## src/rtl/scan_pattern_driver.sv

```systemverilog
// scan_pattern_driver: tester-side initiator for a mux-D scan chain.
// Serially loads a stimulus pattern (LSB first), holds scan_enable low for
// CAPTURE_CYCLES functional capture edges, then unloads the captured
// response into result_out and pulses done.
// Optional feature macro: SCAN_COMPARE_EN adds expected/mask comparison
// with a registered mismatch flag and a saturating fail counter.
module scan_pattern_driver #(
  parameter int CHAIN_LEN      = 8,
  parameter int CAPTURE_CYCLES = 1
) (
  input  logic                 clk,
  input  logic                 rst,
  input  logic                 start,
  input  logic [CHAIN_LEN-1:0] pattern_in,
`ifdef SCAN_COMPARE_EN
  input  logic [CHAIN_LEN-1:0] expected_in,
  input  logic [CHAIN_LEN-1:0] mask_in,
  output logic                 mismatch,
  output logic [7:0]           fail_count,
`endif
  output logic                 busy,
  output logic                 done,
  output logic [CHAIN_LEN-1:0] result_out,
  output logic                 scan_enable,
  output logic                 scan_in,
  input  logic                 scan_out
);

  localparam int CW  = $clog2(CHAIN_LEN);
  localparam int CCW = $clog2(CAPTURE_CYCLES + 1);

  localparam logic [CW-1:0]  BIT_LAST = CW'(CHAIN_LEN - 1);
  localparam logic [CCW-1:0] CAP_LAST = CCW'(CAPTURE_CYCLES - 1);

  typedef enum logic [2:0] {
    S_IDLE      = 3'd0,
    S_SHIFT_IN  = 3'd1,
    S_CAPTURE   = 3'd2,
    S_SHIFT_OUT = 3'd3,
    S_DONE      = 3'd4
  } state_t;

  state_t               state_q,   state_d;
  logic [CW-1:0]        cnt_q,     cnt_d;
  logic [CCW-1:0]       cap_q,     cap_d;
  logic [CHAIN_LEN-1:0] pattern_q, pattern_d;
  logic [CHAIN_LEN-1:0] shadow_q,  shadow_d;
  logic [CHAIN_LEN-1:0] result_q,  result_d;
`ifdef SCAN_COMPARE_EN
  logic [CHAIN_LEN-1:0] expected_q, expected_d;
  logic [CHAIN_LEN-1:0] mask_q,     mask_d;
  logic                 mismatch_q, mismatch_d;
  logic [7:0]           fail_q,     fail_d;
`endif

  // State, counters and datapath registers; reset aborts any sequence in flight.
  always_ff @(posedge clk or posedge rst) begin
    if (rst) begin
      state_q    <= S_IDLE;
      cnt_q      <= '0;
      cap_q      <= '0;
      pattern_q  <= '0;
      shadow_q   <= '0;
      result_q   <= '0;
`ifdef SCAN_COMPARE_EN
      expected_q <= '0;
      mask_q     <= '0;
      mismatch_q <= 1'b0;
      fail_q     <= 8'd0;
`endif
    end else begin
      state_q    <= state_d;
      cnt_q      <= cnt_d;
      cap_q      <= cap_d;
      pattern_q  <= pattern_d;
      shadow_q   <= shadow_d;
      result_q   <= result_d;
`ifdef SCAN_COMPARE_EN
      expected_q <= expected_d;
      mask_q     <= mask_d;
      mismatch_q <= mismatch_d;
      fail_q     <= fail_d;
`endif
    end
  end

  // Next-state logic: sequencing, bit/capture counting, shadow sampling and result publish.
  always_comb begin
    state_d    = state_q;
    cnt_d      = cnt_q;
    cap_d      = cap_q;
    pattern_d  = pattern_q;
    shadow_d   = shadow_q;
    result_d   = result_q;
`ifdef SCAN_COMPARE_EN
    expected_d = expected_q;
    mask_d     = mask_q;
    mismatch_d = mismatch_q;
    fail_d     = fail_q;
`endif
    case (state_q)
      S_IDLE: begin
        if (start) begin
          pattern_d  = pattern_in;
          cnt_d      = '0;
          state_d    = S_SHIFT_IN;
`ifdef SCAN_COMPARE_EN
          expected_d = expected_in;
          mask_d     = mask_in;
          mismatch_d = 1'b0;
`endif
        end else begin
          state_d = S_IDLE;
        end
      end
      S_SHIFT_IN: begin
        if (cnt_q == BIT_LAST) begin
          cnt_d   = '0;
          cap_d   = '0;
          state_d = S_CAPTURE;
        end else begin
          cnt_d = cnt_q + CW'(1);
        end
      end
      S_CAPTURE: begin
        if (cap_q == CAP_LAST) begin
          cap_d   = '0;
          cnt_d   = '0;
          state_d = S_SHIFT_OUT;
        end else begin
          cap_d = cap_q + CCW'(1);
        end
      end
      S_SHIFT_OUT: begin
        // scan_out presents chain bit k before this cycle's shift.
        shadow_d[cnt_q] = scan_out;
        if (cnt_q == BIT_LAST) begin
          cnt_d    = '0;
          result_d = shadow_d;
          state_d  = S_DONE;
`ifdef SCAN_COMPARE_EN
          mismatch_d = |((shadow_d ^ expected_q) & ~mask_q);
          if (mismatch_d && (fail_q != 8'hFF)) begin
            fail_d = fail_q + 8'd1;
          end else begin
            fail_d = fail_q;
          end
`endif
        end else begin
          cnt_d = cnt_q + CW'(1);
        end
      end
      S_DONE: begin
        state_d = S_IDLE;
      end
      default: begin
        state_d = S_IDLE;
      end
    endcase
  end

  // Output decode from registered state, bit counter and latched pattern only.
  always_comb begin
    scan_enable = 1'b0;
    scan_in     = 1'b0;
    busy        = 1'b0;
    done        = 1'b0;
    case (state_q)
      S_IDLE: begin
        busy = 1'b0;
      end
      S_SHIFT_IN: begin
        scan_enable = 1'b1;
        scan_in     = pattern_q[cnt_q];
        busy        = 1'b1;
      end
      S_CAPTURE: begin
        busy = 1'b1;
      end
      S_SHIFT_OUT: begin
        scan_enable = 1'b1;
        busy        = 1'b1;
      end
      S_DONE: begin
        done = 1'b1;
      end
      default: begin
        busy = 1'b0;
      end
    endcase
  end

  assign result_out = result_q;
`ifdef SCAN_COMPARE_EN
  assign mismatch   = mismatch_q;
  assign fail_count = fail_q;
`endif

endmodule
```

## config.mk

```make
export PLATFORM = sky130hd
export DESIGN_NAME = scan_pattern_driver
export DESIGN_NICKNAME = d
export VERILOG_FILES = /design/src/rtl/scan_pattern_driver.sv
export SDC_FILE = /design/constraint.sdc
export NUM_CORES = 1
export LEC_CHECK = 0
export CAP_MARGIN = 0
export CORE_MARGIN = 2
export CORE_UTILIZATION = 45
export DETAILED_ROUTE_END_ITERATION = 10
export PLACE_DENSITY_LB_ADDON = 0.12
export SLEW_MARGIN = 5
export SYNTH_ARGS = -nofsm -noshare
export SYNTH_HDL_FRONTEND = slang
export SYNTH_SLANG_ARGS = --single-unit
```

## constraint.sdc

```tcl
create_clock -name clk -period 1.98 [get_ports clk]
set_clock_uncertainty 0.2 [all_clocks]
set_input_delay 0.198 -clock clk [delete_from_list [all_inputs] [get_ports clk]]
set_output_delay 0.198 -clock clk [all_outputs]
set_load 0.02 [all_outputs]
```

; Word-level counts from Yosys, hierarchy flattened
; Index checks and enable logic that the tools add are counted.
[op_classes]
n_addsub = 2
n_lt_le_gt_ge = 2
eq_ne = 9
muxes = 21
n_reduce_logical = 11
[op_table]
columns = operator, n
row1 = two-way mux 3 bit, 6
row2 = case mux 3 bit (4 select lines), 1
row3 = two-way mux 1 bit, 9
row4 = case mux 3 bit (3 select lines), 1
row5 = bitwise mux 8 bit, 1
row6 = inequality test 2 bit (second input constant), 4
row7 = equality test 3 x 2 -> 1 bit (second input constant), 2
row8 = equality test 3 bit (second input constant), 2
row9 = AND reduction 2 bit, 3
row10 = AND reduction 3 bit, 2
row11 = < comparator 3 x 4 -> 1 bit (second input constant), 1
row12 = adder 3 x 1 -> 3 bit (second input constant), 1
row13 = binary-select mux 1 bit (select 3 bit), 1
row14 = demux 1 bit (select 3 bit), 1
row15 = equality test 3 x 1 -> 1 bit (second input constant), 1
row16 = >= comparator 3 x 1 -> 1 bit (second input constant), 1
row17 = logical NOT 3 bit, 1
row18 = nonzero test 3 bit, 1
row19 = OR reduction 3 bit, 1
row20 = case mux 1 bit (2 select lines), 1
row21 = nonzero test 2 bit, 1
row22 = OR reduction 2 bit, 1
row23 = adder 1 bit (second input constant), 1
row24 = logical AND 1 bit, 1
[totals]
reg_bits = 31
inputBits = 12
out_inout_bits = 12
elab_cells = 51

; Logic depth before layout (Yosys ltp)
[depth]
depth_word = 5
ltp_mapped = 6
ltp_nobuf = 5

; Worst setup path before layout
; OpenSTA, ideal clock, no wires.
[synth_path]
path_type = register to output
startpoint = reg cnt_q[0]
endpoint = out scan_in
arrival_time_ps = 1427
required_ps = 1582
setup_slack_ps = 155
path_stages_with_launch = 5
path_buffers = 1
path_cell_list = dfrtp_1 > buf_2 > or3b_2 > a21boi_0 > o311a_1
[synth_via]
elab_chain_cells = 3
[synth_lines]
columns = item, line_no
row1 = from (decl), 44  ; logic [CW-1:0] cnt_q, cnt_d;
row2 = from (signal assigned), 73  ; cnt_q <= cnt_d;
row3 = binary-select mux 1 bit (select 3 bit), 174  ; scan_in = pattern_q[cnt_q];
row4 = two-way mux 1 bit (implied by the code), 174
row5 = two-way mux 1 bit, 168  ; case (state_q)
row6 = to (decl), 25  ; output logic scan_in,
; Every way passes these cells. The select of a mux whose other input is x is not followed.

; Worst setup path in the final report
; Ends and elaborated chain as after synthesis.

==> results.md <==
- Max Fclk: 487 MHz
- Max cap viols: 0
- Count of yosys warnings during synthesis: 0
- Failing checks: negative setup slack
- WL per Instance: 13.2 um
- Outcome: finished with violations
- Cells after Synth: roughly 130
- Worst setup path class: reg -> out
- Number of synthesized flops with an enable pin: 0
- Chip height: 61.8 um
- Number of global-route vias before repair: 1028
- Aggregate routed wire length: around 2800 um
- Dominant cells by area after synthesis: dfrtp_1 50%, mux2_2 11%, mux2i_1 6.7%
- Power per Cell Area: roughly 1600 mW/mm^2
- Netlist cell types: 30
- Worst vdd ir: about 840 uV
- Fin Setup TNS: -0.0725 ns
- Register area share after synthesis: between 40 and 50%
- Sink Count: 30
- Port Buffers: 23
- Syn nets: 148
- Share of the synthesized area in the top cell type: 49.9%
- WP data arrival: about 1.7 ns
- Placer congestion estimate: approximately 0.77
- # diodes: 0
- Clock Latency Late Sink: 0.34 ns
- Finish-stage setup viols: 1
- Pins Over Slew Limit: 0
- Fin worst setup slack: -0.0725 ns
- # IOs: 24
- Async SR Flop Fraction: 100%
- Syn Area/Cell: 11.2 sq um
- DP HPWL: about 2000 um
- Clock Root Buffer: clkbuf_4
- RSZ-0062 raised after global routing: true
- Placed insts: just over 200
- Global route overflow: 0
- Htree depth: 2
- Die footprint: ~0.0038 sq mm
- Largest net degree at the start of global routing: 31
- First-pass GRT wire length: between 4000 and 5000 um
- Min cycle time layout: about 2.1 ns
- # fillers: between 200 and 300
- GRT Overall Usage: 17.7%
- First-pass detailed-route iteration total: 4
- Starting Density: 48.1%
- Slew margin rel.: between 70% and 80%
- Dpl ws: -0.283 ns
- Endpoints failing hold: 0
- CTS Buffer Depth: 2
- Vias/cell: approximately 5.0
- Via count: 1086
- Nets: about 190
- Layout cells sized above 1: approximately a third
- Non-Filler Instances: about 220
- Synth Flop Type: dfrtp_1
- Row Count: 20
- Startpoint types: flip-flop
- Largest area contributor in the netlist: dfrtp_1
- Die width: roughly 60 um
- Worst slew pin tran: roughly 0.45 ns
- Initial DRC count: 43
- CTS tree: built
- Flops & latches, synth: 30
- Number of remaining DRC errors: 0
- Initial antenna violation count: 0
- Core Box Area: ~0.0031 sq mm
- Area Growth Syn to Fin: 31.3%
- Antenna-violating nets left: 0
- Final Cycle Share: 104%
- Leak: around 0.9 nW
- CP Capture Type: output port
- CP required: 1.58 ns
- Hold Path Class: in -> async
- CP max FO: 4
- Synth Cell Area: ~0.0015 sq mm
- Number of CTS-inserted buffers: 5
- Clk pin slew, worst setup/hold paths: approximately 0.1 ns
routing by layer:
layer  GRT usage (%)  vias up  wire [um]
met1            24.4      515       1430
met3            6.21        6        142
met2            25.3       23       1230
li1                -      542          -
met4            7.29        0         48
met5               0        -          0
cells in the mapped netlist, types with 2 or more instances:
cell,n
nor3b_1,3
nand2b_1,4
nor2_1,8
inv_1,3
a22o_1,3
nand3b_1,3
nand2_1,11
nand4b_1,2
o21ai_0,8
mux2i_1,10
buf_6,2
dfrtp_1,30
nor3_1,3
buf_2,4
clkbuf_1,5
mux2_2,15
ha_1,2
nand3_1,4
a21oi_1,2
or3b_2,2
worst max-delay path, cell delays in order, from the launching register on:
cell and delay (ns):
dfrtp_2 0.45, or3b_4 0.41, a21boi_2 0.16, o311a_1 0.18, buf_6 0.12
final timing paths:
path | start | depth (start not counted) | endpoint | slack [ns]
hold reg to reg | result_out[5] | 2 | result_out[5] | 0.28
max in group asynchronous | rst | 3 | cnt_q[2] | 1.25
setup reg to reg | cnt_q[0] | 7 | result_out[7] | 0.13
min in group clk | pattern_in[1] | 2 | pattern_q[1] | 0.27
setup / recovery | cnt_q[0] | 4 | scan_in | -0.07
hold / removal | rst | 3 | result_out[2] | 0.03
kinds of logic (layout without fill, tap and decap cells):
group / after synthesis / after routing / synth area share (%)
compound gates: 16 / 16 / 6.66
xor+xnor: 1 / 1 / 0.582
fa+ha+maj: 2 / 2 / 1.66
buf+inv: 14 / 52 / 4.83
flops: 30 / 30 / 49.9
mux: 26 / 26 / 18.6
simple gates: 45 / 45 / 17.7
placed cells by master, fill, tap and decap left out, types with 3 or more instances in the layout:
cell type / n
dfrtp_1: 27
clkdlybuf4s50_1: 19
mux2_2: 15
buf_4: 15
nand2_1: 11
nor2_1: 8
mux2i_1: 8
o21ai_0: 8
clkbuf_4: 5
buf_6: 4
nand2b_1: 3
nor3_1: 3
a22o_1: 3
inv_1: 3
nor3b_1: 3
nand3_1: 3
nand3b_1: 3
dfrtp_2: 3
dlygate4sd2_1: 3
flip-flops by register name, summed over array words and instances (netlist names):
register    count
state_q         3
cnt_q           3
shadow_q        8
result_out      8
pattern_q       8
repair_timing:
action                     4_1_cts  5_1_grt
setup endpoints to repair        4        1
gates resized for setup         12       13
buffers inserted                 1        5
pin swaps                        1        3
gates cloned                     0        0
hold buffers                     0        0
per-stage QoR:
step / area, sq um / util, % / hold WS, ns / total power, mW
final: 1970 / 63.1 / 0.0266 / 3.15
after global routing: 1970 / 63.1 / 0.0704 / 3.40
after CTS: 1900 / 60.6 / 0.0406 / 2.98
after detailed placement: 1830 / 58.4 / 0.270 / 2.58
after global placement: 1830 / 58.4 / 0.261 / 2.54
after floorplan: 1500 / - / 0.0888 / 2.06
report_power, final:
group          total (mW)  leakage (nW)  internal (mW)  switching (mW)
clock               0.383        0.0353          0.172           0.211
combinational        1.65         0.484          0.908           0.742
sequential           1.12         0.357          0.917           0.202
area by class of cell:
cell class | count | area (sq um) | area share [%]
clock inverters | 1 | 5.00 | 0.253
inverters | 3 | 11.3 | 0.570
repair buffers | 41 | 374 | 18.9
well taps | 44 | 55.1 | 2.79
multi-input cells | 90 | 719 | 36.4
flip-flops and latches | 30 | 754 | 38.2
clock buffers | 7 | 55.1 | 2.79
No activity file was read; power rests on OpenSTA's default activity.
